File: src/rtl/compress_pkg.sv
// Shared definitions for the codebook compressor: FSM state encoding and default bus widths.
package compress_pkg;

    localparam int DEF_ADDR_W = 20;
    localparam int DEF_IDX_W  = 8;

    localparam logic [1:0] ST_IDLE   = 2'b00;
    localparam logic [1:0] ST_SEARCH = 2'b01;
    localparam logic [1:0] ST_WRITE  = 2'b10;
    localparam logic [1:0] ST_DONE   = 2'b11;

    typedef enum logic [1:0] {
        S_IDLE   = ST_IDLE,
        S_SEARCH = ST_SEARCH,
        S_WRITE  = ST_WRITE,
        S_DONE   = ST_DONE
    } seq_state_t;

endpackage

File: src/rtl/search_watchdog.sv
// Cycle counter bounding how long the sequencer waits for the search datapath.
// Counts while enabled, saturates at TIMEOUT, and returns to zero on clear.
module search_watchdog #(
    parameter int TIMEOUT = 1023
) (
    input  logic clk,
    input  logic rst,
    input  logic clear,
    input  logic enable,
    output logic expire
);

    localparam int CNT_W = (TIMEOUT < 1) ? 1 : $clog2(TIMEOUT + 1);
    localparam logic [CNT_W-1:0] LIMIT = CNT_W'(TIMEOUT);

    logic [CNT_W-1:0] count_q;

    always_ff @(posedge clk or posedge rst) begin
        if (rst) begin
            count_q <= '0;
        end else if (clear) begin
            count_q <= '0;
        end else if (enable && (count_q != LIMIT)) begin
            count_q <= count_q + 1'b1;
        end
    end

    assign expire = (count_q == LIMIT);

endmodule

File: src/rtl/compress_seq_ctrl.sv
// Top-level sequencer: walks every image block, launches a codebook search for each,
// and writes the winning index to RAM2 at BASE_ADDR + block. All outputs are registered.
module compress_seq_ctrl
    import compress_pkg::*;
#(
    parameter int                ADDR_W     = DEF_ADDR_W,
    parameter int                IDX_W      = DEF_IDX_W,
    parameter int                NUM_BLOCKS = 16384,
    parameter logic [ADDR_W-1:0] BASE_ADDR  = '0,
    parameter int                TIMEOUT    = 1023
) (
    input  logic              clk,
    input  logic              rst,
    input  logic              start,
    input  logic              abort,
    output logic              search_start,
    output logic [ADDR_W-1:0] search_block,
    input  logic              search_done,
    input  logic [IDX_W-1:0]  search_index,
    output logic              ram2_we,
    output logic [ADDR_W-1:0] ram2_a,
    output logic [IDX_W-1:0]  ram2_d,
    output logic [1:0]        state,
    output logic              busy,
    output logic              done,
    output logic              err
);

    localparam logic [ADDR_W-1:0] LAST_BLK = ADDR_W'(NUM_BLOCKS - 1);

    // Datapath handshake: search_start is a one-cycle request for search_block; the
    // datapath answers with a one-cycle search_done carrying search_index. A response is
    // accepted only while in SEARCH; anything arriving in another state is dropped.

    seq_state_t        state_q, state_d;
    logic [ADDR_W-1:0] cnt_q, cnt_d;
    logic [IDX_W-1:0]  idx_q, idx_d;
    logic [ADDR_W-1:0] ram2_a_q, ram2_a_d;
    logic              err_q, err_d;
    logic              sstart_q, sstart_d;
    logic              we_q, we_d;
    logic              done_q, done_d;
    logic              busy_q, busy_d;
    logic              wd_expire;

    search_watchdog #(
        .TIMEOUT (TIMEOUT)
    ) u_watchdog (
        .clk    (clk),
        .rst    (rst),
        .clear  (state_q != S_SEARCH),
        .enable (state_q == S_SEARCH),
        .expire (wd_expire)
    );

    always_comb begin
        state_d  = state_q;
        cnt_d    = cnt_q;
        idx_d    = idx_q;
        err_d    = err_q;
        ram2_a_d = ram2_a_q;
        sstart_d = 1'b0;
        we_d     = 1'b0;
        done_d   = 1'b0;
        if (abort) begin
            // Overrides every transition: counter, index and err stay as they are.
            state_d = S_IDLE;
        end else begin
            case (state_q)
                S_IDLE: begin
                    if (start) begin
                        state_d  = S_SEARCH;
                        cnt_d    = '0;
                        err_d    = 1'b0;
                        sstart_d = 1'b1;
                    end
                end
                S_SEARCH: begin
                    if (search_done) begin
                        state_d  = S_WRITE;
                        idx_d    = search_index;
                        ram2_a_d = BASE_ADDR + cnt_q;
                        we_d     = 1'b1;
                    end else if (wd_expire) begin
                        state_d  = S_WRITE;
                        idx_d    = {IDX_W{1'b1}};
                        err_d    = 1'b1;
                        ram2_a_d = BASE_ADDR + cnt_q;
                        we_d     = 1'b1;
                    end
                end
                S_WRITE: begin
                    if (cnt_q == LAST_BLK) begin
                        state_d = S_DONE;
                        done_d  = 1'b1;
                    end else begin
                        state_d  = S_SEARCH;
                        cnt_d    = cnt_q + 1'b1;
                        sstart_d = 1'b1;
                    end
                end
                S_DONE: begin
                    state_d = S_IDLE;
                end
                default: begin
                    state_d = S_IDLE;
                end
            endcase
        end
        busy_d = (state_d == S_SEARCH) || (state_d == S_WRITE);
    end

    always_ff @(posedge clk or posedge rst) begin
        if (rst) begin
            state_q  <= S_IDLE;
            cnt_q    <= '0;
            idx_q    <= '0;
            ram2_a_q <= '0;
            err_q    <= 1'b0;
            sstart_q <= 1'b0;
            we_q     <= 1'b0;
            done_q   <= 1'b0;
            busy_q   <= 1'b0;
        end else begin
            state_q  <= state_d;
            cnt_q    <= cnt_d;
            idx_q    <= idx_d;
            ram2_a_q <= ram2_a_d;
            err_q    <= err_d;
            sstart_q <= sstart_d;
            we_q     <= we_d;
            done_q   <= done_d;
            busy_q   <= busy_d;
        end
    end

    assign state        = state_q;
    assign search_start = sstart_q;
    assign search_block = cnt_q;
    assign ram2_we      = we_q;
    assign ram2_a       = ram2_a_q;
    assign ram2_d       = idx_q;
    assign busy         = busy_q;
    assign done         = done_q;
    assign err          = err_q;

endmodule

File: config.mk
export PLATFORM = sky130hd
export DESIGN_NAME = compress_seq_ctrl
export DESIGN_NICKNAME = d
export VERILOG_FILES = /design/src/rtl/compress_pkg.sv /design/src/rtl/search_watchdog.sv /design/src/rtl/compress_seq_ctrl.sv
export SDC_FILE = /design/constraint.sdc
export NUM_CORES = 1
export LEC_CHECK = 0
export ABC_AREA = 1
export BUFFER_PORTS_ARGS = -buffer_cell sky130_fd_sc_hd__buf_2
export CAP_MARGIN = 20
export CORE_ASPECT_RATIO = 1.1
export CORE_MARGIN = 2
export CORE_UTILIZATION = 51
export CTS_BUF_LIST = sky130_fd_sc_hd__clkbuf_4
export DETAILED_ROUTE_END_ITERATION = 12
export GPL_ROUTABILITY_DRIVEN = 1
export PLACE_DENSITY = 0.78
export SETUP_SLACK_MARGIN = 0.5
export SLEW_MARGIN = 25
export SYNTH_ARGS = -nofsm -noshare
export SYNTH_HDL_FRONTEND = slang
export SYNTH_HIERARCHICAL = 1
export SYNTH_SLANG_ARGS = --single-unit
File: constraint.sdc
create_clock -name clk -period 1.92 [get_ports clk]
set_clock_uncertainty 0.2 [all_clocks]
set_input_delay 0.096 -clock clk [delete_from_list [all_inputs] [get_ports clk]]
set_output_delay 0.096 -clock clk [all_outputs]
set_load 0.02 [all_outputs]
# After elaboration in Yosys (flattened, before gate mapping)
# Cells that the tools add are included.
# W data, S select, Z words.
[totals]
reg_bits = 65
in_bits = 13
output_inout_bits = 55
wordCells = 66
[classes]
add_sub_neg = 2
eq_ne = 13
n_mux = 30
n_bitwise = 1
reduce_logical = 10
[ops]
columns = ["operator", "n"]
rows = [
  ["$mux W20", 4],
  ["$pmux W20 S2", 1],
  ["$add A20 B1 Y20 const B", 1],
  ["$eq A20 B14 Y1 const B", 1],
  ["$mux W10", 2],
  ["$mux W8", 2],
  ["$mux W1", 13],
  ["$add A10 B1 Y10 const B", 1],
  ["$eq A10 B10 Y1 const B", 1],
  ["$mux W2", 5],
  ["$ne A10 B10 Y1 const B", 1],
  ["$ne A2 B2 Y1 const B", 4],
  ["$pmux W2 S4", 1],
  ["$reduce_bool A2 Y1", 4],
  ["$eq A2 B2 Y1 const B", 3],
  ["$reduce_and A5 Y1", 1],
  ["$eq A2 B1 Y1 const B", 2],
  ["$pmux W1 S2", 2],
  ["$reduce_and A4 Y1", 1],
  ["$reduce_and A3 Y1", 1],
  ["$logic_not A2 Y1", 1],
  ["$ne A2 B1 Y1 const B", 1],
  ["$logic_and A1 B1 Y1", 1],
  ["$logic_or A1 B1 Y1", 1],
  ["$not A1 Y1", 1],
]

# Longest topological paths before layout
# Gate-level depths: netlist (run 1).
[depth]
depth_word = 7
depth_mapped = 12
ltp_nobuf = 10

# Hierarchy
# The synthesis (run 1) kept the hierarchy.
[modules_own_cells]
columns = ["mod", "n_inst", "cells_per_inst", "area_each_um2", "seq_area_each_um2"]
rows = [
  ["compress_seq_ctrl", 1, 344, 2738.9, 1376.3],
  ["search_watchdog", 1, 92, 659.4, 250.2],
]

# Worst setup path after synthesis (run 1)
# OpenSTA, ideal clock, no wires.
[synth_timing]
path_type = "flip-flop to flip-flop"
start = "reg u_watchdog.count_q[0]"
end = "reg ram2_a_q[0] (netlist: ram2_a[0])"
setup_ps = 130
arrival_time_ps = 1756
required_ps = 1590
slack_ps = -166
path_stages_with_launch = 13
path_buffers = 2
synth_period_minus_slack_ps = 2086
path_cell_list = "dfrtp_1 ha_1 nand2_2 nor2_4 nand4_4 inv_1 nor2_1 nor3_4 inv_2 buf_2 buf_2 nand2_1 o21ai_1"
[synth_via]
elab_chain_len = 3
[synth_lines]
columns = ["element", "line_no", "text"]
rows = [
  ["start: declaration", "search_watchdog.sv:16", "logic [CNT_W-1:0] count_q;"],
  ["start signal: assignment", "search_watchdog.sv:24", "count_q <= count_q + 1'b1;"],
  ["$eq A10 B10 Y1", "search_watchdog.sv:28", "assign expire = (count_q == LIMIT);"],
  ["named net wd_expire", "compress_seq_ctrl.sv:44", "logic wd_expire;"],
  ["$reduce_bool A2 Y1 (no line)", "-", ""],
  ["$reduce_and A3 Y1 (no line)", "-", ""],
  ["end signal: assignment", "compress_seq_ctrl.sv:128", "ram2_a_q <= ram2_a_d;"],
  ["end: declaration", "compress_seq_ctrl.sv:38", "logic [ADDR_W-1:0] ram2_a_q, ram2_a_d;"],
]
# The timed path passes the listed nets, and every way through them passes these cells.
# A chain may end at the register's enable or synchronous reset.

# Worst setup path in the final report (run 1)
[layout_timing]
start = "reg cnt_q[6] (netlist: search_block[6])"
end = "reg cnt_q[11] (netlist: search_block[11])"
[layout_via]
elab_chain_len = 3
word_cells_on_any_way = 6
cone_classes = "add/sub (1); eq/ne (2); mux (2); reduce/logical (1)"
[layout_lines]
columns = ["element", "line_no", "text"]
rows = [
  ["start: declaration", "compress_seq_ctrl.sv:36", "logic [ADDR_W-1:0] cnt_q, cnt_d;"],
  ["start signal: assignment", "compress_seq_ctrl.sv:126", "cnt_q <= cnt_d;"],
  ["$add A20 B1 Y20 / $eq A20 B14 Y1 (equally long branches)", "compress_seq_ctrl.sv:98, compress_seq_ctrl.sv:93", ""],
  ["$mux W20 / $ne A2 B2 Y1 (equally long branches)", "-", ""],
  ["$pmux W20 S2 / $reduce_and A4 Y1 (equally long branches)", "-", ""],
]
# Several ways; a longest one is shown, not always the timed one. The select of a mux whose other input is x is not followed.

==> results of run 1 <==
placed cells by master, fill, tap and decap left out, types with 2 or more instances in the layout:
cell           netlist  final
a21oi_1              4      4
nor3_4               1      2
nand2_8              0     11
nand2_2              7     14
nand3_1             30     27
inv_2                7      8
dfrtp_1             65     57
nand3_2              1      3
buf_4                0     31
nand2_4              3     11
buf_2                5     53
buf_12               0      4
nor2_4               3      6
nor2_2               4      8
dlygate4sd3_1        0     13
o21ai_2              7     13
o21ai_1             30     25
nand2_1            136    117
clkbuf_4             0      9
buf_6                4     29
nor2_1              51     44
o21ai_0             13     12
clkinv_4             0      6
dfrtp_2              0      8
bufinv_16            0      2
nand4_1              6      6
ha_4                 0      2
inv_1               35     32
xor2_1              10     10
final cells by class:
cell class	instances	area (um^2)
repair buffers	131	1050
inverters	44	181
well taps	82	103
multi-input cells	322	1930
fillers	391	1450
clock inverters	7	104
flip-flops and latches	65	1640
clock buffers	9	67.6
what timing repair did:
action                                 in CTS  in global routing
pin swaps                                  11                 16
gates resized for setup                    69                 47
setup buffers                              20                  9
setup endpoints to repair                  80                 82
gates cloned                                8                  0
endpoints found under the hold margin      79                  3
hold buffers                               12                  1
report_power, final:
group	switching (W)	leakage, nW	internal, W
sequential	0.0000531	0.868	0.00145
clock	0.000576	0.0907	0.000540
combinational	0.000370	1.55	0.000199
synthesized netlist by cell type:
cell type | n | area share, %
buf_6 | 4 | 1.3
nor2_4 | 3 | 0.99
nor3b_1 | 1 | 0.22
nor3_4 | 1 | 0.48
clkinv_2 | 1 | 0.15
nand4_4 | 1 | 0.63
ha_1 | 2 | 0.74
xor2_1 | 10 | 2.6
dfrtp_1 | 65 | 48
nand2_4 | 3 | 0.99
o21ai_0 | 13 | 1.9
o21a_1 | 1 | 0.22
nor3_1 | 2 | 0.29
clkinv_1 | 1 | 0.11
nor2_1 | 51 | 5.6
nand4_1 | 6 | 1.1
o21ai_1 | 30 | 4.4
nand2_2 | 7 | 1.3
nor4_1 | 1 | 0.18
inv_2 | 7 | 0.77
o21ai_2 | 7 | 1.8
nand2_1 | 136 | 15
inv_1 | 35 | 3.9
nand3_1 | 30 | 4.4
buf_2 | 5 | 0.74
nor3_2 | 1 | 0.29
clkbuf_1 | 3 | 0.33
nand3_2 | 1 | 0.29
nor2_2 | 4 | 0.74
a21oi_1 | 4 | 0.59
metal layers:
metal  vias up  share of wire [%]
met4         0                5.5
li1       1681                  -
met3        70                6.5
met2       225                 51
met5         -                  0
met1      1820                 37
stage by stage:
stage / hold slack [ps] / total power [W] / setup WS [ps]
2_1_floorplan: -264 / 0.00182 / -41.9
3_3_place_gp: -78.1 / 0.00195 / -4.53
3_5_place_dp: -70.2 / 0.00197 / -37.5
4_1_cts: -165 / 0.00313 / 124
5_1_grt: -165 / 0.00332 / -57.5
6_report: -166 / 0.00319 / -3.74
registers in the layout, summed over array words and instances, names as in the netlist:
name	cells
busy	1
u_watchdog/count_q	10
search_start	1
ram2_a	20
err	1
ram2_we	1
ram2_d	8
state	2
done	1
search_block	20
worst max-delay path: cells and delay by family (launching register included):
kind	cells	cell delay (ps)
buffers and inverters	1	140
flip-flops	1	420
AND/OR/NAND/NOR	6	930
XOR/XNOR	1	180
worst paths after layout:
path,endpoint,from,slack [ps]
setup / recovery,search_block[11],search_block[6],-4
hold / removal,err,search_done,-170
setup reg to reg,search_block[11],search_block[6],-4
hold reg to reg,ram2_d[2],ram2_d[2],280
max in group asynchronous,search_block[0],rst,1160
min in group asynchronous,u_watchdog/count_q[9],rst,30
cells by family after synthesis:
kind of cell    count (synthesis)  synth area share, %
compound gates                 55                 8.95
xor+xnor                       10                 2.58
fa+ha+maj                       2                0.736
buf+inv                        56                 7.29
flops                          65                 47.9
simple gates                  248                 32.6
==> results.sh, run 1 <==
export IMPL_status="finished with violations"
export IMPL_violations="hold timing, setup timing"
export IMPL_overflow=0
export IMPL_fp_dieH_um=89.6
export IMPL_start_util_pct=52.2
export IMPL_root_buffer="clkbuf_4"
export IMPL_startpoint_type="register"
export IMPL_tightest_slew_ps=479
export IMPL_critPathRequiredTime_ps=2090
export IMPL_min_path_cells=3
export IMPL_syn_cell_area_mm2=0.00340
export IMPL_fin_crit_ps=1920
export IMPL_max_slew_margin_pct=68.1
export IMPL_synthToLayoutAreaGrowth_pct=49.1
export IMPL_slew_viol_final=0
export IMPL_fmax_mhz=520
export IMPL_antenna_found_initial=0
export IMPL_drc_errors=0
export IMPL_path_cells="buf_6 -> nand2_1 -> nor2_1 -> nand3_1 -> xor2_1 -> nor2_1 -> nand2_1 -> nand2_1"
export IMPL_diodes=0
export IMPL_syn_area_per_cell_um2=7.79
export IMPL_grt_usage_pct=28.6
export IMPL_grt_pass1_vias=3427
export IMPL_design_area_mm2=0.00507
export IMPL_core_area_mm2=0.00652
export IMPL_dpl_cell_area_mm2=0.00400
export IMPL_place_gp_congestion=0.923
export IMPL_die_width_um=81.8
export IMPL_clk_path_buf_depth=2
export IMPL_h_tree_depth=3
export IMPL_p_per_area_mw_per_mm2=630
export IMPL_clk_latency_ps=440
export IMPL_cts_clk_slew_worst_paths_ps=130
export IMPL_hold_slack_ps=-166
export IMPL_fin_nets=588
export IMPL_yosysSeqAreaShare_pct=47.9
export IMPL_cts_inserted_buffers=9
export IMPL_p_leak_nw=2.51
export IMPL_fin_util_pct=77.8
export IMPL_path_max_fanout=4
export IMPL_place_hpwl_um=5700
export IMPL_netlist_instances=436
export IMPL_drv_cap=0
export IMPL_synth_cell_types=30
export IMPL_busiest_layer="met2"
export IMPL_rows=31
export IMPL_crit_type="reg -> reg"
export IMPL_hold_viol=2
export IMPL_synth_fp_nets=451
export IMPL_grt_max_degree=56
export IMPL_firstDrtPassIters=6
export IMPL_crit_top_cell="nand2_1"
export IMPL_setup_tns_ps=-6.93
export IMPL_synth_warnings=6
export IMPL_dp_cells=594
export IMPL_worst_slack_ps=-3.74
export IMPL_wire_per_inst_um=17.7
export IMPL_clkSinkCount=65
export IMPL_rsz0062_at_grt="true"
export IMPL_setup_viol_count_final=2
export IMPL_routed_wirelength_um=11700
export IMPL_period_share_pct=100
export IMPL_portBuffers=67
export IMPL_grtUsageMet2_pct=48.6
export IMPL_dr_total_vias=3796
export IMPL_drtIter0Drc=309
export IMPL_die_area_mm2=0.00733
export IMPL_synth_seq_cells=65
export IMPL_crit_path_end_kind="register"
export IMPL_slowest_delay_ps=420
export IMPL_cts_tree="done"
export IMPL_slowest_stage="dfrtp_1"
export IMPL_layout_drive_gt1_share_pct=39.4
export IMPL_ir_drop_mv=0.519
export IMPL_reg2reg_depth=8
export IMPL_via_per_inst=5.75
export IMPL_min_path_type="in -> reg"
export IMPL_grt_pass1_wl_um=15900
export IMPL_grtUsageMet3_pct=4.70
export IMPL_worstPathArrival_ps=2090
export IMPL_postRouteAntennaNets=0
export IMPL_grtUsageMet1_pct=35.0
export IMPL_ios=68
export IMPL_instances_no_fill=660
(Power assumes the default switching activity.)
==> run 2, diff against run 1 <==
--- a/config.mk
+++ b/config.mk
@@ -15,6 +15,7 @@
 export DETAILED_ROUTE_END_ITERATION = 12
 export GPL_ROUTABILITY_DRIVEN = 1
 export PLACE_DENSITY = 0.78
+export RECOVER_POWER = 25
 export SETUP_SLACK_MARGIN = 0.5
 export SLEW_MARGIN = 25
 export SYNTH_ARGS = -nofsm -noshare
==> constraint.sdc (replaced) <==
create_clock -name clk -period 1.6 [get_ports clk]
set_clock_uncertainty 0.2 [all_clocks]
set_input_delay 0.08 -clock clk [delete_from_list [all_inputs] [get_ports clk]]
set_output_delay 0.08 -clock clk [all_outputs]
set_load 0.02 [all_outputs]
==> results.sh, run 2 (same netlist as run 1, synthesis figures left out) <==
export IMPL_ios=68
export IMPL_status="finished with violations"
export IMPL_grt_pass1_vias=4053
export IMPL_max_slew_margin_pct=60.0
export IMPL_crit_top_cell="buf_6"
export IMPL_slowest_delay_ps=400
export IMPL_firstDrtPassIters=6
export IMPL_path_max_fanout=6
export IMPL_hold_slack_ps=-145
export IMPL_fin_nets=638
export IMPL_place_hpwl_um=6370
export IMPL_cts_inserted_buffers=9
export IMPL_core_area_mm2=0.00652
export IMPL_cts_hold_buf=11
export IMPL_worstPathArrival_ps=2370
export IMPL_antenna_found_initial=0
export IMPL_via_per_inst=6.35
export IMPL_start_util_pct=52.2
export IMPL_startpoint_type="register"
export IMPL_worst_path_buf_inv=4
export IMPL_dp_worst_setup_slack_ps=-244
export IMPL_drv_cap=0
export IMPL_wire_per_inst_um=23.9
export IMPL_h_tree_depth=3
export IMPL_slowest_stage="dfrtp_1"
export IMPL_crit_type="reg -> reg"
export IMPL_clkSinkCount=65
export IMPL_power_w=0.00414
export IMPL_tightest_slew_ps=598
export IMPL_multiInputGateArea_mm2=0.00201
export IMPL_p_per_area_mw_per_mm2=699
export IMPL_cts_tree="done"
export IMPL_rsz0062_at_grt="true"
export IMPL_p_leak_nw=2.92
export IMPL_fmax_mhz=454
export IMPL_crit_path_end_kind="register"
export IMPL_grt_pass1_wl_um=19600
export IMPL_root_buffer="clkbuf_4"
export IMPL_clk_path_buf_depth=2
export IMPL_final_common_cell="nand2_1"
export IMPL_critPathRequiredTime_ps=1770
export IMPL_ir_drop_mv=0.559
export IMPL_postRouteAntennaNets=0
export IMPL_setup_viol_count_final=65
export IMPL_grt_max_degree=25
export IMPL_drtIter0Drc=547
export IMPL_die_width_um=81.8
export IMPL_dr_total_vias=4518
export IMPL_violations="hold timing, setup timing"
export IMPL_layout_common_cells="nand2_1 (98), buf_6 (85), buf_4 (66), dfrtp_1 (60), nor2_1 (46)"
export IMPL_min_path_type="in -> reg"
export IMPL_routed_wirelength_um=17000
export IMPL_hold_viol=2
export IMPL_grt_usage_pct=36.2
export IMPL_die_area_mm2=0.00733
export IMPL_rows=31
export IMPL_drc_errors=0
export IMPL_fin_crit_ps=2200
export IMPL_portBuffers=67
export IMPL_ff_latch_area_mm2=0.00163
export IMPL_nFillCells=224
export IMPL_worst_slack_ps=-601
export IMPL_slew_viol_final=0
export IMPL_fp_dieH_um=89.6
export IMPL_clk_latency_ps=450
export IMPL_layout_drive_gt1_share_pct=49.0
export IMPL_period_share_pct=138
export IMPL_place_gp_congestion=0.879
export IMPL_synthToLayoutAreaGrowth_pct=74.4
export IMPL_r2r_slack_ps=-600
export IMPL_cts_clk_slew_worst_paths_ps=130
export IMPL_path_cells="ha_2 -> nand2_2 -> nor2_4 -> nand4_4 -> inv_2 -> nor2_2 -> nor3_4 -> buf_4 -> buf_6 -> buf_6 -> o21ai_1 -> nand2_1"
export IMPL_overflow=0
export IMPL_cp_top_family="simple AND/OR/NAND/NOR gates"
==> run 2: tightest hold or removal path, delay by kind of cell <==
kind | cells | cell delay, ps
buffers and inverters | 1 | 130
AOI/OAI and AO/OA | 1 | 180
and+or+nand+nor | 1 | 60
==> run 2: timing repair <==
action                     in CTS  in global routing
gates cloned                    7                  1
pin swaps                      15                 31
resized for setup             167                 86
hold endpoints to repair       78                  2
buffers inserted               23                 24
setup endpoints to repair     120                120
==> run 2: path summary, 6_finish.rpt <==
path | to | cells after the start | startpoint
max | ram2_d[7] | 12 | u_watchdog/count_q[1]
min | err | 3 | search_done
max in group asynchronous | ram2_d[7] | 4 | rst
max reg2reg | ram2_d[7] | 12 | u_watchdog/count_q[1]
min reg2reg | ram2_a[18] | 2 | ram2_a[18]
min in group asynchronous | u_watchdog/count_q[6] | 3 | rst
==> run 2: area by class of cell <==
cell class	count	share of cell area, %
Tap cell	82	1.73
Inverter	44	3.10
Multi-Input combinational cell	318	33.8
Clock buffer	9	1.14
Timing Repair Buffer	185	31.3
Antenna cell	1	0.0422
Clock inverter	7	1.31
Sequential cell	65	27.5
==> run 2: routing by layer <==
metal	global-route usage, %	routed length (um)	vias up
li1	-	-	1776
met1	39.0	5400	2072
met2	63.8	7870	477
met3	6.80	1910	193
met4	25.6	1790	0
met5	0	0	-
==> run 2: power breakdown <==
| part | total, W | internal [W] | switching (W) |
|---|---|---|---|
| Clock | 0.00124 | 0.000492 | 0.000750 |
| Combinational | 0.00106 | 0.000512 | 0.000552 |
| Sequential | 0.00184 | 0.00174 | 0.0000916 |
==> run 2: stage by stage <==
step | std cells | util (%) | cell area [um^2] | TNS (ps)
detailed placement | 628 | 65.5 | 4270 | -8120
floorplan | 436 | - | 3490 | -12600
CTS | 685 | 82.9 | 5400 | -10820
finish | 711 | 91.0 | 5930 | -25730
global placement | 628 | 65.5 | 4270 | -5440
global route | 710 | 90.9 | 5920 | -31760
==> run 3, diff against run 2 <==
==> constraint.sdc (replaced) <==
create_clock -name clk -period 1.85 [get_ports clk]
set_clock_uncertainty 0.2 [all_clocks]
set_input_delay 0.0925 -clock clk [delete_from_list [all_inputs] [get_ports clk]]
set_output_delay 0.0925 -clock clk [all_outputs]
set_load 0.02 [all_outputs]
==> results.sh, run 3 (same netlist as run 1, synthesis figures left out) <==
export IMPL_status="finished with violations"
export IMPL_violations="hold timing, setup timing"
export IMPL_core_area_mm2=0.00652
export IMPL_place_gp_congestion=0.918
export IMPL_combPwrFrac_pct=20.5
export IMPL_period_share_pct=111
export IMPL_wire_per_inst_um=18.3
export IMPL_worstPathArrival_ps=2220
export IMPL_internal_power_w=0.00201
export IMPL_worst_slack_ps=-199
export IMPL_p_sw_share_pct=33.7
export IMPL_p_per_area_mw_per_mm2=569
export IMPL_hold_viol=16
export IMPL_reg2reg_depth=8
export IMPL_dp_worst_setup_slack_ps=-23.1
export IMPL_grt_max_degree=35
export IMPL_min_path_type="in -> reg"
export IMPL_drtIter0Drc=344
export IMPL_die_width_um=81.8
export IMPL_slew_viol_final=0
export IMPL_min_path_cells=2
export IMPL_cts_clk_slew_worst_paths_ps=130
export IMPL_p_seq_share_pct=51.5
export IMPL_dp_cells=604
export IMPL_clk_path_buf_depth=2
export IMPL_die_area_mm2=0.00733
export IMPL_diodes=0
export IMPL_layout_drive_gt1_share_pct=46.0
export IMPL_cts_inserted_buffers=9
export IMPL_path_max_fanout=6
export IMPL_p_leak_nw=2.60
export IMPL_fin_nets=606
export IMPL_crit_path_end_kind="register"
export IMPL_grt_pass1_wl_um=16400
export IMPL_postRouteAntennaNets=0
export IMPL_clk_latency_ps=430
export IMPL_max_slew_margin_pct=33.3
export IMPL_grt_pass1_vias=3492
export IMPL_instances_no_fill=678
export IMPL_fin_crit_ps=2050
export IMPL_critPathRequiredTime_ps=2020
export IMPL_pwr_share_clk_pct=28.0
export IMPL_overflow=0
export IMPL_drv_cap=0
export IMPL_firstDrtPassIters=7
export IMPL_cts_tree="done"
export IMPL_antenna_found_initial=0
export IMPL_grt_usage_pct=29.6
export IMPL_clkSinkCount=65
export IMPL_h_tree_depth=3
export IMPL_start_util_pct=52.2
export IMPL_hold_slack_ps=-239
export IMPL_crit_type="reg -> reg"
export IMPL_layout_common_cells="nand2_1 (106), dfrtp_1 (56), buf_2 (45), buf_6 (45), nor2_1 (43)"
export IMPL_root_buffer="clkbuf_4"
export IMPL_rsz0062_at_grt="true"
export IMPL_place_hpwl_um=5940
export IMPL_portBuffers=67
export IMPL_routed_wirelength_um=12400
export IMPL_fmax_mhz=488
export IMPL_dr_total_vias=3879
export IMPL_drc_errors=0
export IMPL_setup_viol_count_final=55
export IMPL_startpoint_type="register"
export IMPL_final_common_cell="nand2_1"
export IMPL_via_per_inst=5.72
export IMPL_power_switching_w=0.00102
export IMPL_ir_drop_mv=0.366
export IMPL_fp_dieH_um=89.6
export IMPL_ios=68
export IMPL_tightest_slew_ps=995
export IMPL_nFillCells=347
export IMPL_synthToLayoutAreaGrowth_pct=57.0
export IMPL_rows=31
-- run 3: changes by cell type in the layout (fill, tap and decap cells not counted), moves of 5 or more --
cell / change
buf_6: -40
o21ai_0: +5
buf_4: -24
buf_2: +33
nand2_4: -8
nand2_1: +8
-- run 3: final cells by class --
cell class	count	area, um^2	area share, %
Clock buffer	9	67.6	1.27
Clock inverter	7	45.0	0.844
Inverter	44	181	3.40
Multi-Input combinational cell	319	1960	36.7
Sequential cell	65	1640	30.7
Tap cell	82	103	1.92
Timing Repair Buffer	152	1340	25.1
-- run 3: layer usage --
| layer | part of all wire, % | GRT usage (%) | vias up |
|---|---|---|---|
| met5 | 0 | 0 | - |
| met4 | 5.4 | 13.6 | 0 |
| met3 | 8.1 | 6.00 | 84 |
| met2 | 50 | 50.0 | 268 |
| met1 | 37 | 36.5 | 1820 |
| li1 | - | - | 1707 |
-- run 3: power by group through the flow --
stage | Combinational [W] | Clock, W | Sequential (W)
6_report | 0.000622 | 0.000850 | 0.00156
5_1_grt | 0.000671 | 0.000920 | 0.00157
4_1_cts | 0.000564 | 0.000843 | 0.00156
3_5_place_dp | 0.000470 | 0 | 0.00158
3_3_place_gp | 0.000459 | 0 | 0.00158
2_1_floorplan | 0.000196 | 0 | 0.00169
-- run 3: per-stage QoR --
stage / total power (W) / cell area [um^2] / utilization [%] / setup TNS (ps)
after global placement: 0.00204 / 4090 / 62.8 / 0
final: 0.00303 / 5330 / 81.9 / -3140
after CTS: 0.00296 / 4900 / 75.2 / 0
after detailed placement: 0.00205 / 4090 / 62.8 / -76.8
after global routing: 0.00316 / 5330 / 81.9 / -7450
after floorplan: 0.00189 / 3490 / - / -2480
-- run 3: path summary, 6_finish.rpt --
path                                  startpoint                     to  slack (ps)
worst min-delay path                       abort                   done        -240
worst max-delay path            search_block[16]       search_block[13]        -200
max in group asynchronous                    rst        search_block[9]         220
min in group asynchronous                    rst  u_watchdog/count_q[9]         -10
worst min register to register         ram2_d[2]              ram2_d[2]         280
worst max register to register  search_block[16]       search_block[13]        -200
-- run 3: timing repair --
item | 4_1_cts | 5_1_grt
endpoints found under the hold margin | 80 | 7
pin swaps | 15 | 15
gates cloned | 7 | 2
gates resized for setup | 87 | 77
setup endpoints to repair | 85 | 87
hold buffers | 10 | 1
buffers inserted | 22 | 16
-- run 3: critical path, cell delays in order (launching register included) --
cell     delay (ps)
dfrtp_1         410
nor2_1          260
nand2_1         140
nor2_2          220
nand4_1         200
nand2_4         220
buf_16          150
nand2_1         100
nand2_1         120
